**config.mk**
```make
export PLATFORM = sky130hd
export DESIGN_NAME = uart_tx_sched
export DESIGN_NICKNAME = d
export VERILOG_FILES = /design/src/rtl/uart_tx_sched.sv
export SDC_FILE = /design/constraint.sdc
export NUM_CORES = 1
export LEC_CHECK = 0
export CAP_MARGIN = 40
export CORE_UTILIZATION = 39
export DETAILED_ROUTE_END_ITERATION = 16
export PLACE_DENSITY = 0.7
export SYNTH_ARGS = -nofsm -noshare
export SYNTH_HDL_FRONTEND = slang
export SYNTH_SLANG_ARGS = --single-unit
```
**constraint.sdc**
```tcl
create_clock -name clk -period 3 [get_ports clk]
set_clock_uncertainty 0.2 [all_clocks]
set_input_delay 0.45 -clock clk [delete_from_list [all_inputs] [get_ports clk]]
set_output_delay 0.45 -clock clk [all_outputs]
set_load 0.05 [all_outputs]
```
**src/rtl/uart_tx_sched.sv**
```systemverilog
// uart_tx_sched: round-robin scheduler that shares one UART transmitter
// among NUM_REQ byte sources and generates the transmitter's baud enable.
// Optional feature macro: UART_TX_GAP_EN inserts GAP_BITS idle bit periods
// after each frame before the next grant.
//
// state     | meaning
// IDLE      | arbitrate among req_valid, latch winner id and byte
// ISSUE     | one-cycle write strobe to transmitter and ack to winner
// WAIT_BUSY | wait up to 3 cycles for transmitter busy; else drop frame
// WAIT_DONE | frame on the line, wait for busy to fall
// GAP       | (UART_TX_GAP_EN only) count GAP_BITS baud pulses
module uart_tx_sched #(
  parameter int NUM_REQ      = 4,
  parameter int CLKS_PER_BIT = 868,
  parameter int GAP_BITS     = 1
) (
  input  logic                       clk,
  input  logic                       reset,
  input  logic [NUM_REQ-1:0]         req_valid,
  input  logic [8*NUM_REQ-1:0]       req_data,
  output logic [NUM_REQ-1:0]         req_ready,
  output logic                       tx_wr_en,
  output logic [7:0]                 tx_din,
  output logic                       tx_clk_en,
  input  logic                       tx_busy,
  output logic [$clog2(NUM_REQ)-1:0] grant_id,
  output logic [15:0]                frame_cnt
);
  localparam int GW = $clog2(NUM_REQ);
  localparam int BW = $clog2(CLKS_PER_BIT);

  if (NUM_REQ < 2 || NUM_REQ > 8) begin : g_bad_num_req
    $error("uart_tx_sched: NUM_REQ must be 2..8");
  end
  if (CLKS_PER_BIT < 2) begin : g_bad_clks_per_bit
    $error("uart_tx_sched: CLKS_PER_BIT must be >= 2");
  end
  if (GAP_BITS < 1) begin : g_bad_gap_bits
    $error("uart_tx_sched: GAP_BITS must be >= 1");
  end

  typedef enum logic [2:0] {
    IDLE,
    ISSUE,
    WAIT_BUSY,
    WAIT_DONE
`ifdef UART_TX_GAP_EN
    , GAP
`endif
  } state_t;

  state_t        state_q, state_d;
  logic [BW-1:0] baud_cnt;
  logic [GW-1:0] grant_q;
  logic [7:0]    din_q;
  logic [15:0]   frame_q;
  logic [1:0]    wait_q;
  logic          win_found;
  logic [GW-1:0] win_idx;
  logic [7:0]    win_data;
  logic [GW-1:0] idx;

`ifdef UART_TX_GAP_EN
  localparam int GCW = $clog2(GAP_BITS + 1);
  logic [GCW-1:0] gap_q;
`endif

  // Free-running baud counter; the enable fires on the terminal count.
  always_ff @(posedge clk) begin
    if (reset)
      baud_cnt <= '0;
    else if (baud_cnt == BW'(CLKS_PER_BIT - 1))
      baud_cnt <= '0;
    else
      baud_cnt <= baud_cnt + 1'b1;
  end

  assign tx_clk_en = (baud_cnt == BW'(CLKS_PER_BIT - 1));

  // Round-robin search starting one past the last grant, wrapping upward.
  always_comb begin
    win_found = 1'b0;
    win_idx   = grant_q;
    idx       = grant_q;
    win_data  = 8'h00;
    for (int i = 1; i <= NUM_REQ; i++) begin
      idx = GW'((int'(grant_q) + i) % NUM_REQ);
      if (!win_found && req_valid[idx]) begin
        win_found = 1'b1;
        win_idx   = idx;
      end
    end
    for (int j = 0; j < NUM_REQ; j++) begin
      if (GW'(j) == win_idx)
        win_data = req_data[8*j +: 8];
    end
  end

  // State register.
  always_ff @(posedge clk) begin
    if (reset)
      state_q <= IDLE;
    else
      state_q <= state_d;
  end

  // Next-state logic; write strobe and ack exist only in ISSUE.
  always_comb begin
    state_d   = state_q;
    tx_wr_en  = 1'b0;
    req_ready = '0;
    case (state_q)
      IDLE: begin
        if (win_found)
          state_d = ISSUE;
      end
      ISSUE: begin
        tx_wr_en           = 1'b1;
        req_ready[grant_q] = 1'b1;
        state_d            = WAIT_BUSY;
      end
      WAIT_BUSY: begin
        if (tx_busy)
          state_d = WAIT_DONE;
        else if (wait_q == 2'd0)
          state_d = IDLE;
      end
      WAIT_DONE: begin
        if (!tx_busy)
`ifdef UART_TX_GAP_EN
          state_d = GAP;
`else
          state_d = IDLE;
`endif
      end
`ifdef UART_TX_GAP_EN
      GAP: begin
        if (tx_clk_en && gap_q == GCW'(1))
          state_d = IDLE;
      end
`endif
      default: state_d = IDLE;
    endcase
  end

  // Grant/byte capture, frame counter, busy timeout and gap down-counters.
  always_ff @(posedge clk) begin
    if (reset) begin
      grant_q <= GW'(NUM_REQ - 1);
      din_q   <= 8'h00;
      frame_q <= 16'h0000;
      wait_q  <= 2'd0;
`ifdef UART_TX_GAP_EN
      gap_q   <= '0;
`endif
    end else begin
      case (state_q)
        IDLE: begin
          if (win_found) begin
            grant_q <= win_idx;
            din_q   <= win_data;
          end
        end
        ISSUE: begin
          frame_q <= frame_q + 16'd1;
          wait_q  <= 2'd2;
        end
        WAIT_BUSY: begin
          if (wait_q != 2'd0)
            wait_q <= wait_q - 1'b1;
        end
`ifdef UART_TX_GAP_EN
        WAIT_DONE: begin
          if (!tx_busy)
            gap_q <= GCW'(GAP_BITS);
        end
        GAP: begin
          if (tx_clk_en)
            gap_q <= gap_q - 1'b1;
        end
`endif
        default: ;
      endcase
    end
  end

  assign grant_id  = grant_q;
  assign tx_din    = din_q;
  assign frame_cnt = frame_q;

endmodule

```
==> results.yml <==
status:
  status: "finished, final reports clean"
logic_synthesis:
  synthCells: 237
  ys_ff_latch: 40
  syn_area_um2: 2146
  async_flop_share_pct: 0
  ys_warn_count: 0
  synth_edf_count: 0
  synth_area_per_cell_um2: 9.054
  synthFlopType: "dfxtp_1"
  synth.distinct_cells: 37
  syn_nets: 283
  seq_area_frac_synth_pct: 37.32
sta:
  slew_headroom_pct: 65.15
  post-route-period-util_pct: 92.30
  period_minus_slack_ns: 2.769
  rsz0062_at_grt: "no"
  drv_slew: 0
  tightest_slew_ns: 0.5210
  timing.fmax_mhz: 361.1
  hold_viol_final: 0
  hold_slack_ns: 0.2685
  finalSetupViolations: 0
  fin_setup_tns_ns: 0
pwr:
  finalPower_mw: 2.327
  p_per_area_nw_per_um2: 772.2
  ir_worst_vdd_v: 0.0004715
  leakagePower_nw: 1.168
floorplan:
  ioPinCount: 71
  core_region_area_um2: 5205
  dieArea_um2: 5803
  rows: 26
  die_width_um: 76.18
  start_util_pct: 41.23
  dieHeight_um: 76.18
clock_tree:
  htree_levels: 2
  cts_tree: "built"
  cts_setup_buffers: 0
  cts_buffer_depth: 2
  hold_buffers: 0
  clock-root-buffer: "clkbuf_8"
  clk_pin_slew_ns: 0.07
  cts_buffers: 5
  clock_latency_ns: 0.29
  cts_resized: 0
  cts_num_sinks: 40
global_route:
  grt_usage_pct: 16.74
  antenna_found_initial: 0
  grt_pass1_vias: 1806
  overflow: 0
  grt_max_degree: 22
  grt_pass1_wl_um: 7893
drt:
  ant_nets: 0
  drc: 0
  first_pass_iters: 4
  vias_per_cell: 5.034
  vias: 1913
  drt_iter0_markers: 92
  wire_per_inst_um: 11.77
  wirelength_um: 4472
critical_path:
  r2r-start: "grant_id[0]"
  crit_type: "register to output port"
  r2r_end: "tx_din[5]"
  cp_max_fo: 5
  worst-r2r-setup-slack_ns: 0.50
  crit_path_end: "tx_clk_en"
  worstSetupStartpoint: "baud_cnt[0]"
  reg2regPathDepth: 9
  start_kind: "register"
  end_kind: "output port"
  cp.required_ns: 2.35
  cp.arrival_ns: 2.12
min_path:
  worstHoldStart: "tx_din[1]"
  hold_depth: 2
  hold_path_class: "register to register"
finish:
  layout_common_cells: "clkdlybuf4s50_1, dfxtp_1, nor2_1, nand2_1, mux2i_1"
  drive_gt1_share_pct: 6.129
  multi_input_area_um2: 1262
  final_util_pct: 57.88
  antenna-diode-count: 0
  fillers: 480
  syn2layout_area_growth_pct: 40.41
  finalNetCount: 356
  instances_no_fill: 380
  regArea_um2: 800.8
  final_common_cell: "clkdlybuf4s50_1"
placed_design:
  gp_congestion: 0.7596
  io_buffers: 70
  dp_cells: 373
  hpwl_um: 3331
flow_run:
  cap_violations: 0
[synthesized netlist by cell type (2+ instances only)]
cell type | instances | area [um^2]
mux2i_1 | 19 | 190.2
nand3_1 | 10 | 50.05
dfxtp_1 | 40 | 800.8
ha_1 | 7 | 87.58
and3_1 | 2 | 12.51
xnor2_1 | 11 | 96.34
inv_1 | 7 | 26.28
and2_1 | 4 | 25.02
a21oi_1 | 5 | 25.02
mux2_2 | 2 | 22.52
and4_1 | 5 | 43.79
mux4_2 | 3 | 67.56
nand4_1 | 4 | 25.02
or3_1 | 3 | 18.77
nor3_1 | 5 | 25.02
nand2b_1 | 2 | 12.51
clkbuf_1 | 8 | 30.03
nand2_1 | 19 | 71.32
o221ai_1 | 8 | 70.07
nor2_1 | 38 | 142.6
xor2_1 | 13 | 113.9
nor2b_1 | 3 | 18.77
o21ai_0 | 5 | 25.02
[layer usage]
| layer | routed length, um | global-route usage [%] | up-vias |
|---|---|---|---|
| met3 | 234 | 5.389 | 11 |
| met1 | 2053 | 19.15 | 884 |
| met4 | 91 | 6.538 | 0 |
| met5 | 0 | 0 | - |
| met2 | 2093 | 28.91 | 46 |
| li1 | - | - | 972 |
[registers in the layout, summed over array words and instances, names as in the netlist]
name	flops
baud_cnt	10
state_q	2
tx_din	8
wait_q	2
grant_id	2
frame_cnt	16
[logic make-up after synthesis]
group                      synth area share [%]
and+or+nand+nor                           21.75
DFF                                       37.32
AOI/OAI and AO/OA                         8.922
muxes                                     14.29
xor gates and xnor gates                  9.796
buffers and inverters                     3.848
adders and majority gates                 4.081
[layout make-up]
cell class | instances | area share, %
Clock buffer | 6 | 2.409
Clock inverter | 1 | 0.1661
Inverter | 7 | 0.8721
Multi-Input combinational cell | 180 | 41.90
Sequential cell | 40 | 26.58
Tap cell | 70 | 2.907
Timing Repair Buffer | 76 | 25.17
[worst min path at each step]
stage,end,slack [ns]
global route,tx_din[1],0.29
CTS,tx_din[1],0.27
floorplan,baud_cnt[0],0.24
global placement,tx_din[5],0.24
detailed placement,tx_din[2],0.26
finish,tx_din[1],0.27
[power by group]
part | switching, mW | total, mW | internal, mW
logic | 0.732 | 1.32 | 0.592
clock network | 0.180 | 0.339 | 0.158
registers | 0.0528 | 0.664 | 0.612
total | 0.965 | 2.33 | 1.36
[stage by stage]
step           setup slack [ns]  cell area (um^2)
2_1_floorplan          0.009596              2146
3_3_place_gp             0.1964              2935
3_5_place_dp             0.1241              2935
4_1_cts                  0.1988              3013
5_1_grt                 0.07935              3013
6_report                 0.2310              3013
[worst max-delay path, cell delays in order, from the launching register on]
cell and delay, ns:
dfxtp_1 0.40, ha_1 0.25, nand2_1 0.09, nor3_1 0.24, clkdlybuf4s50_1 0.84
Note: power is estimated with default switching activity, not from simulation.
